## src/rtl/pipe_stage_reg.sv

```systemverilog
// pipe_stage_reg: valid/ready pipeline stage register.
// SKID=0 holds one entry; SKID=1 is a two-entry skid buffer.
module pipe_stage_reg #(
  parameter int unsigned      WIDTH = 32,
  parameter logic [WIDTH-1:0] INIT  = '0,
  parameter bit               SKID  = 1'b1
) (
  input  logic             clk,
  input  logic             reset,
  input  logic             flush,
  input  logic             in_valid,
  output logic             in_ready,
  input  logic [WIDTH-1:0] in_data,
  output logic             out_valid,
  input  logic             out_ready,
  output logic [WIDTH-1:0] out_data,
  output logic [1:0]       count
);

  typedef enum logic [1:0] {
    EMPTY = 2'd0,
    FULL  = 2'd1,
    SKIDF = 2'd2
  } state_e;

  state_e           state_q, state_d;
  logic [WIDTH-1:0] main_q, main_d;
  logic [WIDTH-1:0] skid_q, skid_d;
  logic             rdy_q, rdy_d;
  logic             in_fire;
  logic             out_fire;

  assign out_valid = (state_q != EMPTY);
  assign out_data  = main_q;
  assign count     = state_q;

  // Skid mode exposes a registered ready; single mode passes out_ready through.
  assign in_ready = ~reset &
    (SKID ? rdy_q : (out_ready | ~out_valid));

  assign in_fire  = in_valid & in_ready;
  assign out_fire = out_valid & out_ready;

  // Next-state and data-path selection; flush overrides everything.
  always_comb begin
    state_d = state_q;
    main_d  = main_q;
    skid_d  = skid_q;
    unique case (state_q)
      EMPTY: begin
        if (in_fire) begin
          state_d = FULL;
          main_d  = in_data;
        end
      end
      FULL: begin
        unique case (1'b1)
          in_fire && out_fire: begin
            main_d = in_data;
          end
          in_fire && !out_fire && SKID: begin
            state_d = SKIDF;
            skid_d  = in_data;
          end
          !in_fire && out_fire: begin
            state_d = EMPTY;
          end
          default: ;
        endcase
      end
      SKIDF: begin
        if (out_fire) begin
          state_d = FULL;
          main_d  = skid_q;
        end
      end
      default: state_d = EMPTY;
    endcase
    if (flush) begin
      state_d = EMPTY;
      main_d  = main_q;
      skid_d  = skid_q;
    end
    rdy_d = (state_d != SKIDF);
  end

  // State, storage and registered ready.
  always_ff @(posedge clk or posedge reset) begin
    if (reset) begin
      state_q <= EMPTY;
      main_q  <= INIT;
      skid_q  <= INIT;
      rdy_q   <= 1'b1;
    end else begin
      state_q <= state_d;
      main_q  <= main_d;
      skid_q  <= skid_d;
      rdy_q   <= rdy_d;
    end
  end

  a_count_bound: assert property (
    @(posedge clk) disable iff (reset)
    !(!SKID && count == 2'd2));

endmodule

```

## config.mk

```make
export PLATFORM = sky130hd
export DESIGN_NAME = pipe_stage_reg
export DESIGN_NICKNAME = d
export VERILOG_FILES = /design/src/rtl/pipe_stage_reg.sv
export SDC_FILE = /design/constraint.sdc
export NUM_CORES = 1
export LEC_CHECK = 0
export ABC_CLOCK_PERIOD_IN_PS = 2450
export BUFFER_PORTS_ARGS = -buffer_cell sky130_fd_sc_hd__buf_2
export CORE_MARGIN = 2
export CORE_UTILIZATION = 50
export CTS_BUF_LIST = sky130_fd_sc_hd__clkbuf_4 sky130_fd_sc_hd__clkbuf_8 sky130_fd_sc_hd__clkbuf_16
export CTS_CLUSTER_SIZE = 24
export DETAILED_ROUTE_END_ITERATION = 10
export PLACE_DENSITY = 0.74
export SLEW_MARGIN = 5
export SYNTH_ARGS = -nofsm -noshare
export SYNTH_HDL_FRONTEND = slang
export SYNTH_SLANG_ARGS = --single-unit
```

## constraint.sdc

```tcl
create_clock -name clk -period 2.45 [get_ports clk]
set_clock_uncertainty 0.15 [all_clocks]
set_input_delay 0.1225 -clock clk [delete_from_list [all_inputs] [get_ports clk]]
set_output_delay 0.1225 -clock clk [all_outputs]
set_load 0.02 [all_outputs]
```

==> flow_metrics.env, run 1 <==
export IMPL_cp_num_cells=10
export IMPL_dr_pass1_iters=4
export IMPL_clk_latency_ps=320
export IMPL_cts_htree_levels=3
export IMPL_ir_worst_vdd_uv=543
export IMPL_crit_path_max_incr_delay_ps=530
export IMPL_multi_input_comb_area_sq_um=1240
export IMPL_ys_seq_elements=67
export IMPL_avgSynthCellArea_sq_um=13.1
export IMPL_drcViolationCount=0
export IMPL_p_per_area_nw_per_um2=813
export IMPL_placed_area_sq_um=3500
export IMPL_critical_path_cell_chain="nor2_2, inv_1, nand2_1, inv_1, ha_1, inv_1, o22ai_4, buf_4, a21oi_1, a31oi_1"
export IMPL_dieArea_sq_um=6900
export IMPL_ctsRootBufferMaster="clkbuf_8"
export IMPL_synth_warnings=0
export IMPL_antenna_found_initial=0
export IMPL_leakagePower_nw=2.04
export IMPL_n_antenna_cell=0
export IMPL_initial_core_util_pct=52.2
export IMPL_period_share_pct=87.5
export IMPL_final_area_sq_um=4040
export IMPL_clk_path_buf_depth=2
export IMPL_critPathLaunchType="flip-flop"
export IMPL_clock_sinks=67
export IMPL_yosysTopAreaCell="dfrtp_1"
export IMPL_worstPathRequired_ps=2530
export IMPL_die_x_um=83.1
export IMPL_synth_top_cell_area_share_pct=52.8
export IMPL_grt_overflow=0
export IMPL_viasPerCell=5.29
export IMPL_maxCapViolations=0
export IMPL_synthFlopType="dfrtp_1"
export IMPL_ios=73
export IMPL_synth_nets=278
export IMPL_hold_depth=2
export IMPL_wl_mm=6.11
export IMPL_synth_seq_area_share_pct=53.6
export IMPL_grt_start_max_net_pins=65
export IMPL_max_freq_mhz=466
export IMPL_synth_edf_count=0
export IMPL_hp_class="primary input to flip-flop"
export IMPL_cts_resized=0
export IMPL_period_needed_ps=2140
export IMPL_layout_drive_gt1_share_pct=39.4
export IMPL_nets=380
export IMPL_globalRouteTotalUtil_pct=18.7
export IMPL_post_synth_top_count_cell="dfrtp_1"
export IMPL_wl_per_cell_um=14.6
export IMPL_grt_pass1_vias=2259
export IMPL_portBuffers=72
export IMPL_relSlewSlack_pct=58.6
export IMPL_cp_num_buf_inv=4
export IMPL_area_growth_pct=29.1
export IMPL_postSynth_asyncResetShare_pct=100
export IMPL_timing_hold_violations_final=0
export IMPL_synth_common_cells="66 x dfrtp_1, 32 x a21oi_1, 32 x a31oi_1, 32 x mux2i_1, 23 x mux2_2"
export IMPL_setup_viol=0
export IMPL_critical_path_top_delay_family="buffers and inverters"
export IMPL_gp_congestion=0.681
export IMPL_fin_setup_tns_ps=0
export IMPL_fin_util_pct=67.4
export IMPL_cts_tree="built"
export IMPL_critPathMaxFanout=36
export IMPL_synthTopCellsByArea="dfrtp_1 53%, mux2i_1 10%, mux2_2 8.3%"
export IMPL_rsz0062_at_grt="false"
export IMPL_tightest_slew_ps=621
export IMPL_seqCellArea_sq_um=1680
export IMPL_slew_violations=0
export IMPL_die_y_um=83.1
export IMPL_grt_pass1_wl_mm=10.5
export IMPL_endpoint_kind="flip-flop"
export IMPL_arrival_ps=2230
export IMPL_netlist_area_sq_um=3130
export IMPL_vias=2222
export IMPL_worstRegToRegCells=10
export IMPL_core_sq_um=5990
export IMPL_postRouteAntennaNets=0
export IMPL_cts_buffers=9
export IMPL_drt_iter0_drc=105
export IMPL_path_class="flip-flop to flip-flop"
export IMPL_path_clk_slew_ps=60
export IMPL_synth_distinct_cells=26
export IMPL_netlist_instances=239
export IMPL_cp_common_cell="inv_1"
export IMPL_fp_row_count=28
export IMPL_place_hpwl_mm=3.77
export IMPL_slowest_stage="dfrtp_1"
export IMPL_fill_cells=436
export IMPL_status="complete, no violations"
registers in the layout, indices dropped and copies added (netlist names):
register  flops
out_data     32
skid_q       32
count         2
rdy_q         1
cell type report:
type,instances,area share [%]
Timing Repair Buffer,112,19.7
Inverter,7,0.651
Multi-Input combinational cell,144,30.8
Tap cell,75,2.32
Clock inverter,2,0.868
Clock buffer,13,4.12
Sequential cell,67,41.6
metal layers:
| metal | GRT usage [%] | vias up | share of wire [%] |
|---|---|---|---|
| met4 | 8.64 | 0 | 2.2 |
| li1 | - | 1083 | - |
| met2 | 28.7 | 67 | 46 |
| met1 | 25.8 | 1059 | 48 |
| met5 | 0 | - | 0 |
| met3 | 3.48 | 13 | 4.4 |
per-stage QoR:
stage          power [mW]  instances  setup WS, ps  hold WS [ps]
6_report             3.28        420           306          39.2
2_1_floorplan        2.08        239           268          39.3
5_1_grt              3.47        420           144          38.0
3_5_place_dp         2.34        371           346           115
4_1_cts              3.32        420           292          20.0
3_3_place_gp         2.31        371           408           109
report_power, final:
part / internal [mW] / switching (mW) / leakage (nW)
registers: 1.39 / 0.139 / 0.793
clock network: 0.542 / 0.379 / 0.106
logic: 0.394 / 0.441 / 1.14
path summary, 6_finish.rpt:
check	slack (ps)	startpoint	end
max in group asynchronous	1220	reset	skid_q[25]
hold reg to reg	360	skid_q[7]	skid_q[7]
setup reg to reg	310	count[1]	out_data[13]
setup / recovery	310	count[1]	out_data[13]
min in group asynchronous	290	reset	skid_q[21]
hold / removal	40	out_ready	rdy_q
logic make-up after synthesis:
group | share of synthesized area (%)
adders and majority gates | 0.800
DFF | 53.6
and+or+nand+nor | 2.52
buffers and inverters | 6.72
AOI/OAI and AO/OA | 13.5
muxes | 22.8
worst reg2reg max path: stages (launching register included):
cell and delay (ps):
dfrtp_1 530, nor2_2 100, inv_1 80, nand2_1 70, inv_1 60, ha_1 140
inv_1 60, o22ai_4 140, buf_4 360, a21oi_1 170, a31oi_1 200
cells in the final DEF, fill, tap and decap left out, drive strengths merged, types with 2 or more instances in the layout:
cell,instances
buf,78
dfrtp,66
dlygate4sd3,34
a21oi,33
mux2i,32
a31oi,32
mux2,32
clkbuf,13
inv,7
a211oi,2
ha,2
nor2b,2
nor2,2
nand2b,2
what timing repair did:
action / CTS / global route
setup buffers: 0 / 0
hold endpoints to repair: 87 / 0
hold buffers: 34 / 0
No activity file was read; power rests on OpenSTA's default activity.
==> inputs of run 2 (changes only) <==
BUFFER_PORTS_ARGS = not set   (was -buffer_cell sky130_fd_sc_hd__buf_2)
DONT_BUFFER_PORTS = 1   (was not set)
PLACE_DENSITY = 0.64   (was 0.74)
==> run 2 against run 1 <==
Compared with the run above: die area unchanged; critical path type unchanged; routed wire length down 4.1%; clock power grew 1%; final cell count decreased by 16%; largest power group unchanged.
==> flow_metrics.env, run 2 (synthesis results as in run 1) <==
export IMPL_vias=2003
export IMPL_place_hpwl_mm=3.65
export IMPL_fin_setup_tns_ps=0
export IMPL_grt_pass1_wl_mm=9.80
export IMPL_path_clk_slew_ps=70
export IMPL_grt_pass1_vias=1983
export IMPL_crit_path_max_incr_delay_ps=550
export IMPL_core_sq_um=5990
export IMPL_placed_area_sq_um=3150
export IMPL_final_common_cell="dfrtp_1"
export IMPL_viasPerCell=5.67
export IMPL_clk_path_buf_depth=2
export IMPL_ir_worst_vdd_uv=483
export IMPL_area_growth_pct=18.7
export IMPL_fp_row_count=28
export IMPL_critical_path_cell_chain="nand3b_4, inv_1, ha_1, and4bb_2, buf_4, mux2_2"
export IMPL_fin_util_pct=62.0
export IMPL_worstPathRequired_ps=2520
export IMPL_initial_core_util_pct=52.2
export IMPL_p_per_area_nw_per_um2=849
export IMPL_nets=314
export IMPL_final_cell_mix="66 x dfrtp_1, 36 x dlygate4sd3_1, 32 x mux2i_1, 32 x a21oi_1, 32 x a31oi_1"
export IMPL_drcViolationCount=0
export IMPL_postRouteAntennaNets=0
export IMPL_die_x_um=83.1
export IMPL_ios=73
export IMPL_drt_iter0_drc=92
export IMPL_clock_sinks=67
export IMPL_grt_start_max_net_pins=65
export IMPL_critPathLaunchType="flip-flop"
export IMPL_wl_mm=5.86
export IMPL_dr_pass1_iters=4
export IMPL_final_area_sq_um=3710
export IMPL_fill_cells=495
export IMPL_portBuffers=0
export IMPL_period_needed_ps=2060
export IMPL_gp_congestion=0.693
export IMPL_cts_tree="built"
export IMPL_tightest_slew_ps=643
export IMPL_endpoint_kind="flip-flop"
export IMPL_hp_class="primary input to flip-flop"
export IMPL_maxCapViolations=0
export IMPL_die_y_um=83.1
export IMPL_rsz0062_at_grt="false"
export IMPL_path_class="flip-flop to flip-flop"
export IMPL_layout_drive_gt1_share_pct=24.1
export IMPL_critPathMaxFanout=20
export IMPL_n_antenna_cell=0
export IMPL_relSlewSlack_pct=57.1
export IMPL_slew_violations=0
export IMPL_arrival_ps=2130
export IMPL_multi_input_comb_area_sq_um=1240
export IMPL_cts_setup_buffers=0
export IMPL_antenna_found_initial=0
export IMPL_seqCellArea_sq_um=1680
export IMPL_ctsRootBufferMaster="clkbuf_8"
export IMPL_globalRouteTotalUtil_pct=17.7
export IMPL_setup_viol=0
export IMPL_wl_per_cell_um=16.6
export IMPL_ctsHoldBuffers=36
export IMPL_cts_buffers=9
export IMPL_period_share_pct=84.0
export IMPL_clk_latency_ps=330
export IMPL_cts_htree_levels=3
export IMPL_timing_hold_violations_final=0
export IMPL_max_freq_mhz=486
export IMPL_leakagePower_nw=1.79
export IMPL_status="complete, no violations"
export IMPL_cts_resized=0
export IMPL_dieArea_sq_um=6900
export IMPL_grt_overflow=0
export IMPL_slowest_stage="dfstp_2"
-- run 2: cell types whose count changed in the layout (fill, tap and decap cells not counted), sizes merged --
cell	previous run	this run
buf	78	10
clkbuf	13	12
dlygate4sd3	34	36
-- run 2: worst max-delay path, delay by kind of cell, from the launching register on --
| kind | cells | cell delay, ps |
|---|---|---|
| adder cells (fa/ha/maj) | 1 | 130 |
| buffers and inverters | 2 | 400 |
| flip-flops | 1 | 550 |
| multiplexers | 1 | 380 |
| AND/OR/NAND/NOR | 2 | 330 |
-- run 2: metrics by stage --
stage,std cells,worst slack [ps],total power [mW],hold WS [ps]
finish,353,392,3.15,57.8
global route,353,294,3.33,74.0
CTS,353,373,3.18,57.5
detailed placement,303,390,2.19,-14.5
global placement,303,435,2.17,-16.4
floorplan,239,268,2.08,39.3
-- run 2: layout make-up --
class,count,area share (%)
clock inverter,2,0.943
inverter,7,0.708
sequential,67,45.2
clock buffer,12,4.45
multi-input combinational,144,33.5
timing repair buffer,46,12.7
tap,75,2.53
-- run 2: worst paths after layout --
| path | from | to | slack [ps] | depth (start not counted) |
|---|---|---|---|---|
| max | rdy_q | skid_q[28] | 390 | 6 |
| max in group asynchronous | reset | out_data[27] | 1330 | 3 |
| min | flush | out_data[7] | 60 | 3 |
| min reg2reg | skid_q[13] | skid_q[13] | 350 | 1 |
| max reg2reg | rdy_q | skid_q[28] | 390 | 6 |
| min in group asynchronous | reset | count[1] | 180 | 2 |
-- run 2: routing by layer --
layer  share of wire, %  track usage, %  vias up
li1                   -               -      956
met1                 46            23.1      983
met2                 47            27.3       57
met3                6.5            6.46        7
met4                1.3            6.26        0
met5                  0               0        -
-- run 2: power breakdown --
group	total [mW]	internal [mW]	leakage, nW	switching [mW]
registers	1.72	1.39	0.793	0.338
logic	0.496	0.288	0.894	0.208
clock network	0.933	0.541	0.104	0.392
==> inputs of run 3 (changes only) <==
ABC_CLOCK_PERIOD_IN_PS = 1700   (was 2450)
PLACE_DENSITY = 0.67   (was 0.64)
clock period = 1.7 ns   (was 2.45 ns; I/O delays follow)
==> run 3 against run 2 <==
Compared with the run above: the run now ends with negative setup slack left; final area increased by 19%; fmax increased by 5.7%; hold slack got worse by 25 ps; via count increased by 7.7%; routed wire length increased by 31%.
==> flow_metrics.env, run 3 (synthesis results as in run 1) <==
export IMPL_clock_sinks=67
export IMPL_layout_drive_gt1_share_pct=44.6
export IMPL_gp_congestion=0.755
export IMPL_p_seq_share_pct=48.5
export IMPL_worstRegToRegCells=6
export IMPL_ctsRootBufferMaster="clkbuf_8"
export IMPL_period_share_pct=115
export IMPL_worstReg2RegStart="rdy_q"
export IMPL_grt_start_max_net_pins=68
export IMPL_clk_path_buf_depth=2
export IMPL_grt_pass1_vias=2262
export IMPL_grt_overflow=0
export IMPL_maxCapViolations=0
export IMPL_ios=73
export IMPL_setup_ws_ps=-248
export IMPL_swShare_pct=30.9
export IMPL_drcViolationCount=0
export IMPL_fin_cells=369
export IMPL_n_antenna_cell=0
export IMPL_portBuffers=0
export IMPL_worst_hold_slack_ps=32.7
export IMPL_final_cell_mix="64 x dfrtp_1, 35 x dlygate4sd3_1, 32 x mux2_4, 32 x mux2i_1, 30 x a21oi_2"
export IMPL_internal_power_mw=3.62
export IMPL_tightest_slew_ps=389
export IMPL_timing_hold_violations_final=0
export IMPL_crit_start="rdy_q"
export IMPL_ir_worst_vdd_uv=739
export IMPL_switchingPower_mw=1.62
export IMPL_final_area_sq_um=4410
export IMPL_dr_pass1_iters=4
export IMPL_period_needed_ps=1950
export IMPL_p_comb_share_pct=20.5
export IMPL_die_y_um=83.1
export IMPL_reg2reg_to="skid_q[15]"
export IMPL_globalRouteTotalUtil_pct=22.3
export IMPL_die_x_um=83.1
export IMPL_pre_cts_slack_ps=-239
export IMPL_p_per_area_nw_per_um2=1190
export IMPL_arrival_ps=2020
export IMPL_nets=328
export IMPL_place_hpwl_mm=3.75
export IMPL_placed_area_sq_um=3400
export IMPL_max_freq_mhz=513
export IMPL_dieArea_sq_um=6900
export IMPL_core_sq_um=5990
export IMPL_initial_core_util_pct=52.2
export IMPL_grt_pass1_wl_mm=12.1
export IMPL_hold_depth=4
export IMPL_setup_viol=66
export IMPL_endpoint_kind="flip-flop"
export IMPL_r2r_slack_ps=-250
export IMPL_fp_row_count=28
export IMPL_area_growth_pct=40.8
export IMPL_dpl_cell_count=309
export IMPL_relSlewSlack_pct=74.0
export IMPL_antenna_found_initial=0
export IMPL_clk_latency_ps=340
export IMPL_vias=2157
export IMPL_critPathLaunchType="flip-flop"
export IMPL_postRouteAntennaNets=0
export IMPL_holdCritStartpoint="out_ready"
export IMPL_wl_per_cell_um=20.7
export IMPL_hp_class="primary input to flip-flop"
export IMPL_slew_violations=0
export IMPL_cts_buffers=9
export IMPL_worstPathRequired_ps=1770
export IMPL_cts_tree="built"
export IMPL_path_clk_slew_ps=80
export IMPL_cts_htree_levels=3
export IMPL_violations="negative setup slack"
export IMPL_critPathMaxFanout=10
export IMPL_rsz0062_at_grt="true"
export IMPL_drt_iter0_drc=74
export IMPL_viasPerCell=5.85
export IMPL_status="finished with violations"
export IMPL_final_common_cell="dfrtp_1"
export IMPL_min_to="count[0]"
export IMPL_clkPwrFrac_pct=31.1
export IMPL_wl_mm=7.65
export IMPL_leakagePower_nw=2.01
export IMPL_path_class="flip-flop to flip-flop"
export IMPL_total_power_mw=5.24
==> run 3: cell count changes in the layout (fill, tap and decap cells not counted), moves of 4 or more <==
cell     before  now
a21oi_2       0   30
buf_16        0    4
a31oi_2       0    4
a31oi_4       0    4
buf_12        3    8
a21oi_1      32    1
a31oi_1      32   24
mux2_4        9   32
mux2_2       23    0
==> run 3: what timing repair did <==
action                                  in CTS  in global routing
gates resized for setup                     23                 22
cloned                                       4                  3
endpoints found under the setup margin      66                 66
pin swaps                                    0                  1
setup buffers                                2                  1
hold buffers                                35                  0
endpoints found under the hold margin      134                  0
==> run 3: final cells by class <==
type                       count  area [sq um]
tap                           75          93.8
clock inverter                 7           116
multi-input combinational    144          1570
clock buffer                   9           124
timing repair buffer          60           782
inverter                       7          35.0
fill                         393          1590
sequential                    67          1680
==> run 3: worst max path at each step <==
stage	slack, ps	to
2_1_floorplan	-350	skid_q[13]
3_3_place_gp	-220	skid_q[14]
3_5_place_dp	-240	skid_q[15]
4_1_cts	-230	skid_q[5]
5_1_grt	-300	skid_q[22]
6_report	-250	skid_q[15]
==> run 3: layer usage <==
metal | up-vias | track usage, % | wire length [um]
met5 | - | 0 | 0
met4 | 0 | 7.60 | 158
met3 | 13 | 7.16 | 381
met1 | 1095 | 30.6 | 3540
met2 | 67 | 33.6 | 3580
li1 | 982 | - | -
==> run 3: worst max-delay path, cell delays in order (launching register included) <==
cell      delay [ps]
dfstp_2          560
nand3b_4          90
inv_4             70
ha_4             110
and4bb_4         360
buf_12           190
mux2_4           300
==> run 3: power groups by stage <==
stage,Sequential (mW),Combinational [mW],Clock [mW]
finish,2.54,1.07,1.63
global route,2.58,1.16,1.73
global placement,2.54,0.725,0
detailed placement,2.54,0.753,0
CTS,2.52,0.939,1.64
floorplan,2.47,0.639,0
==> run 3: per-stage QoR <==
| stage | utilization [%] | TNS [ps] |
|---|---|---|
| after floorplan | - | -16220 |
| after global placement | 56.8 | -11670 |
| after detailed placement | 56.8 | -12860 |
| after CTS | 69.9 | -12340 |
| after global routing | 73.5 | -17790 |
| final | 73.5 | -13780 |
